File: src/rtl/pat5b3_drv.sv
// Registered burst driver for a NAND5B3-style detector: drives MATCH_PAT for LEN
// cycles, repeats REP more times separated by GAP_CYCLES idle cycles, then pulses DONE.
module pat5b3_drv #(
    parameter int           LEN_W      = 4,
    parameter int           GAP_CYCLES = 1,
    parameter logic [4:0]   IDLE_PAT   = 5'b00111,
    parameter logic [4:0]   MATCH_PAT  = 5'b11000
) (
    input  logic             C,
    input  logic             CLR,
    input  logic             CE,
    input  logic             START,
    input  logic [LEN_W-1:0] LEN,
    input  logic [3:0]       REP,
    output logic [4:0]       O,
    output logic             BUSY,
    output logic             DONE
);

    localparam int GAP_W = (GAP_CYCLES > 1) ? $clog2(GAP_CYCLES) : 1;

    typedef enum logic [1:0] {
        S_IDLE,
        S_ASSERT,
        S_GAP
    } state_t;

    state_t             state_q, state_d;
    logic [LEN_W-1:0]   len_lat_q, len_lat_d;
    logic [LEN_W-1:0]   len_cnt_q, len_cnt_d;
    logic [3:0]         rep_cnt_q, rep_cnt_d;
    logic [GAP_W-1:0]   gap_cnt_q, gap_cnt_d;
    logic [4:0]         o_d;
    logic               busy_d;
    logic               done_d;

    always_ff @(posedge C or posedge CLR) begin
        if (CLR) begin
            state_q   <= S_IDLE;
            len_lat_q <= '0;
            len_cnt_q <= '0;
            rep_cnt_q <= '0;
            gap_cnt_q <= '0;
            O         <= IDLE_PAT;
            BUSY      <= 1'b0;
            DONE      <= 1'b0;
        end else if (CE) begin
            state_q   <= state_d;
            len_lat_q <= len_lat_d;
            len_cnt_q <= len_cnt_d;
            rep_cnt_q <= rep_cnt_d;
            gap_cnt_q <= gap_cnt_d;
            O         <= o_d;
            BUSY      <= busy_d;
            DONE      <= done_d;
        end
    end

    // Outputs are computed here as next-values so O/BUSY/DONE leave the flops directly.
    always_comb begin
        state_d   = state_q;
        len_lat_d = len_lat_q;
        len_cnt_d = len_cnt_q;
        rep_cnt_d = rep_cnt_q;
        gap_cnt_d = gap_cnt_q;
        o_d       = O;
        busy_d    = BUSY;
        done_d    = 1'b0;

        case (state_q)
            S_IDLE: begin
                if (START) begin
                    len_lat_d = LEN;
                    rep_cnt_d = REP;
                    if (LEN == '0) begin
                        o_d    = IDLE_PAT;
                        done_d = 1'b1;
                    end else begin
                        state_d   = S_ASSERT;
                        o_d       = MATCH_PAT;
                        busy_d    = 1'b1;
                        len_cnt_d = LEN - LEN_W'(1);
                    end
                end
            end

            S_ASSERT: begin
                o_d = MATCH_PAT;
                if (len_cnt_q == '0) begin
                    o_d = IDLE_PAT;
                    if (rep_cnt_q != '0) begin
                        state_d   = S_GAP;
                        gap_cnt_d = GAP_W'(GAP_CYCLES - 1);
                        rep_cnt_d = rep_cnt_q - 4'd1;
                    end else begin
                        state_d = S_IDLE;
                        busy_d  = 1'b0;
                        done_d  = 1'b1;
                    end
                end else begin
                    len_cnt_d = len_cnt_q - LEN_W'(1);
                end
            end

            S_GAP: begin
                o_d = IDLE_PAT;
                if (gap_cnt_q == '0) begin
                    state_d   = S_ASSERT;
                    o_d       = MATCH_PAT;
                    len_cnt_d = len_lat_q - LEN_W'(1);
                end else begin
                    gap_cnt_d = gap_cnt_q - GAP_W'(1);
                end
            end

            default: begin
                state_d = S_IDLE;
                o_d     = IDLE_PAT;
                busy_d  = 1'b0;
            end
        endcase
    end

endmodule
File: config.mk
export PLATFORM = sky130hd
export DESIGN_NAME = pat5b3_drv
export DESIGN_NICKNAME = d
export VERILOG_FILES = /design/src/rtl/pat5b3_drv.sv
export SDC_FILE = /design/constraint.sdc
export NUM_CORES = 1
export LEC_CHECK = 0
export ABC_AREA = 1
export CORE_MARGIN = 2
export CORE_UTILIZATION = 30
export DETAILED_ROUTE_END_ITERATION = 6
export GPL_TIMING_DRIVEN = 0
export PLACE_DENSITY_LB_ADDON = 0.12
export RECOVER_POWER = 50
export SETUP_SLACK_MARGIN = 0.05
export SYNTH_ARGS = -nofsm -noshare
export SYNTH_HDL_FRONTEND = slang
export SYNTH_SLANG_ARGS = --single-unit
export TNS_END_PERCENT = 100
File: constraint.sdc
create_clock -name C -period 1.7 [get_ports C]
set_input_delay 0.17 -clock C [delete_from_list [all_inputs] [get_ports C]]
set_output_delay 0.17 -clock C [all_outputs]
set_load 0.02 [all_outputs]
==> impl_summary.txt <==
----------------------------------------------------
[Setup path]
  Critical Path RT ... 1.84 ns
  Critical path class ... reg -> reg
  Data arrival, critical path ... 1.72 ns
  Launching element type of the critical path ... flip-flop
  Largest fanout of any net on the critical path ... 5
  Category of the worst setup path capture point ... flip-flop

[Floorplan]
  Die area ... 4286 um2
  Die width ... 65.47 um
  Count of pins on the block boundary ... 19
  Initial standard-cell utilization of the core ... 0.3120
  Core Box Area ... 3633 um2
  Cell Rows ... 22
  Y dimension of the die ... 65.47 um

[Power]
  Largest vdd supply drop ... 0.6026 mV
  Power per unit of standard cell area ... 1830 nW/um2
  Power, Total ... 2.734 mW
  Standby leakage power ... 0.7354 nW

[STA]
  Worst slew margin relative to its limit ... 0.4996
  Hold violation total from the final report ... 0
  Total of endpoints with negative setup slack in the final report ... 0
  Final worst path period share ... 0.9284
  Count of final max-slew check failures ... 0
  Min cycle time layout ... 1.578 ns
  Highest clock rate ... 0.6336 GHz
  Unrepaired setup endpoints after global routing ... yes
  Actual slew at the worst max-slew pin ... 0.7498 ns
  Post-Route Skew ... 0.004237 ns
  Sum of negative setup slack ... 0 ns

[Synthesis]
  Fraction of registers with async set/reset ... 1.000
  Fraction of the yosys area taken by sequential cells ... 0.3985
  Synthesis warning total ... 0
  Synthesized net count ... 175
  Number of synthesized register bits ... 18
  Flip-flop cell with the highest count after synthesis ... sky130_fd_sc_hd__dfrtp_1
  Mean cell area of the mapped netlist ... 7.267 um2
  Cell variety after synth ... 22
  Largest area contributor in the netlist ... sky130_fd_sc_hd__dfrtp_1
  Cell types occupying the most area after synthesis ... sky130_fd_sc_hd__dfrtp_1 (38%), sky130_fd_sc_hd__nand2_1 (19%), sky130_fd_sc_hd__ha_1 (7.7%)
  Fraction of post-synthesis cell area in the top cell type by area ... 0.3753
  Count of flip-flops with a built-in enable after synthesis ... 0
  Number of cells produced by synthesis ... 156
  Post-synthesis instance area ... 1134 um2

[Clock network]
  Clock H-tree levels ... 1
  Worst-Skew Late Latency ... 0.25 ns
  Number of clock sinks ... 18
  TritonCTS buffer count ... 3
  Clock transition at path regs ... 0.07 ns
  Bufs on Longest Clock Path ... 2
  Clock tree from TritonCTS ... done
  Root Buffer Master ... sky130_fd_sc_hd__clkbuf_8
  # hold bufs at CTS ... 0

[Cells and area]
  Area taken by multi-input logic gates ... 628.1 um2
  Number of nets in the final layout ... 201
  Area delta synth->final ... 31.79%
  ANT cells ... 0
  Register Area ... 452.9 um2
  Filler cell count in the final layout ... 412
  Share of cells above drive strength 1 ... 0.1602

[Placed design]
  Placed wire-length estimate after detailed placement ... 1960 um
  Weighted congestion reported at the end of routability-driven placement ... 0.8346
  Port Buf Inserts ... 18

[GRT]
  Initial antenna violation count ... 0
  Largest net degree at the start of global routing ... 19
  Global-route total usage across every layer ... 0.1254
  Residual overflow from global routing ... 0
  First-pass GRT wire length ... 4160 um
  Via count of the first global-routing pass ... 967

[Route]
  Antenna Violating Nets Remaining ... 0
  Routed via count ... 1,038
  Routed WL ... 2569 um
  Mean routed wirelength per cell ... 11.22 um
  Sum of met2 wire segment lengths after detailed routing ... 1233 um
  Detail-routed via count per cell ... 4.533
  First-pass iteration count of the detailed router ... 4
  DRC viols ... 0
  Sum of routed wire segments on met1 ... 1224 um
  Total length of routed met3 wires ... 83 um
  Number of violations reported at the end of detailed-routing iteration 0 ... 33
  Uppermost layer routed ... met4

[Min path]
  Worst hold path type ... in -> async

[Status]
  Result of the run ... finished, final reports clean

[Job]
  Number of violations of the max-capacitance limit ... 0

----------------------------------------------------
-- through the flow --
step / hold WS (ns) / cell area (um2) / utilization / worst slack (ns) / std cells
3_3_place_gp: 0.4629 / 1374 / 0.3781 / -0.01944 / 222
3_5_place_dp: 0.4693 / 1374 / 0.3781 / -0.03106 / 222
4_1_cts: 0.3674 / 1444 / 0.3974 / 0.07257 / 227
6_report: 0.4826 / 1494 / 0.4112 / 0.1217 / 229
5_1_grt: 0.5171 / 1494 / 0.4112 / 0.01903 / 229
2_1_floorplan: 0.1078 / 1134 / - / 0.1404 / 156
-- cells in the mapped netlist (2+ instances only) --
library cell	instances
sky130_fd_sc_hd__buf_4	3
sky130_fd_sc_hd__dfrtp_1	17
sky130_fd_sc_hd__ha_1	7
sky130_fd_sc_hd__inv_1	18
sky130_fd_sc_hd__nand2_1	57
sky130_fd_sc_hd__nand2_2	2
sky130_fd_sc_hd__nand3_1	10
sky130_fd_sc_hd__nand4_1	3
sky130_fd_sc_hd__nor2_1	9
sky130_fd_sc_hd__nor2_2	2
sky130_fd_sc_hd__nor2_4	2
sky130_fd_sc_hd__o21ai_0	14
sky130_fd_sc_hd__o22ai_1	3
-- kinds of logic after synthesis --
kind of cell    count (synthesis)  synth area share
simple gates                   87            0.3355
flops                          18            0.3985
xor+xnor                        1          0.007728
buf+inv                        23           0.08718
compound gates                 20           0.09382
fa+ha+maj                       7           0.07726
-- area by class of cell --
class                      count  area share
multi-input combinational    115      0.4204
sequential                    18      0.3032
timing repair buffer          21      0.1340
inverter                      19     0.04941
tap                           48     0.04020
clock buffer                   4     0.03015
buffer                         4     0.02261
-- where the power goes --
part	switching, mW	total, mW	internal, mW
registers	0.139	0.778	0.639
logic	0.944	1.65	0.705
clock network	0.142	0.308	0.166
-- path summary, 6_finish.rpt --
kind	start	end	slack [ns]	cells after the start
max	state_q[0]	len_cnt_q[2]	0.12	8
min	CLR	rep_cnt_q[0]	0.48	2
max reg2reg	state_q[0]	len_cnt_q[2]	0.12	8
min reg2reg	BUSY	BUSY	0.48	2
max in group asynchronous	CLR	state_q[0]	0.70	2
min in group C	BUSY	BUSY	0.48	2
-- sequential cells by signal, summed over array words and instances, names as in the netlist --
| signal | flops |
|---|---|
| len_cnt_q | 4 |
| len_lat_q | 4 |
| rep_cnt_q | 4 |
| O | 2 |
| state_q | 2 |
| BUSY | 1 |
| DONE | 1 |
-- critical path, cell delays in order, from the launching register on --
cell                      delay [ns]
sky130_fd_sc_hd__dfrtp_2        0.45
sky130_fd_sc_hd__inv_4          0.11
sky130_fd_sc_hd__ha_4           0.22
sky130_fd_sc_hd__inv_1          0.10
sky130_fd_sc_hd__nand2_1        0.07
sky130_fd_sc_hd__nand2_2        0.11
sky130_fd_sc_hd__ha_2           0.19
sky130_fd_sc_hd__xor2_1         0.13
sky130_fd_sc_hd__o21ai_1        0.08
-- cell usage in the layout (no fill, tap or decap) --
master and count:
sky130_fd_sc_hd__o21ai_0 13, sky130_fd_sc_hd__clkdlybuf4s50_1 15, sky130_fd_sc_hd__clkbuf_1 1, sky130_fd_sc_hd__dfstp_2 1
sky130_fd_sc_hd__dlygate4sd3_1 1, sky130_fd_sc_hd__nor2_2 2, sky130_fd_sc_hd__clkbuf_8 3, sky130_fd_sc_hd__or2_2 1
sky130_fd_sc_hd__nor2_4 2, sky130_fd_sc_hd__xor2_1 1, sky130_fd_sc_hd__nand2_1 55, sky130_fd_sc_hd__nand2_2 4
sky130_fd_sc_hd__nor2_1 9, sky130_fd_sc_hd__ha_1 3, sky130_fd_sc_hd__o211ai_1 1, sky130_fd_sc_hd__buf_6 1
sky130_fd_sc_hd__a21oi_1 1, sky130_fd_sc_hd__ha_2 1, sky130_fd_sc_hd__dfrtp_2 1, sky130_fd_sc_hd__nand3_1 10
sky130_fd_sc_hd__ha_4 3, sky130_fd_sc_hd__dfrtp_1 16, sky130_fd_sc_hd__dlygate4sd2_1 2, sky130_fd_sc_hd__inv_2 2
sky130_fd_sc_hd__nand3_2 1, sky130_fd_sc_hd__o21ai_1 2, sky130_fd_sc_hd__buf_4 6, sky130_fd_sc_hd__nand4_1 3
sky130_fd_sc_hd__o22ai_1 3, sky130_fd_sc_hd__inv_1 16, sky130_fd_sc_hd__inv_4 1
-- repair_timing --
item	4_1_cts	5_1_grt
setup endpoints to repair	5	3
buffers inserted	1	2
resized for setup	8	9
pin swaps	0	1
-- per-layer routing --
metal / vias up / global-route usage
met4: 0 / 0.03906
met5: - / 0
met3: 4 / 0.02055
met1: 470 / 0.1529
li1: 547 / -
met2: 17 / 0.2245
Note: power is estimated with default switching activity, not from simulation.
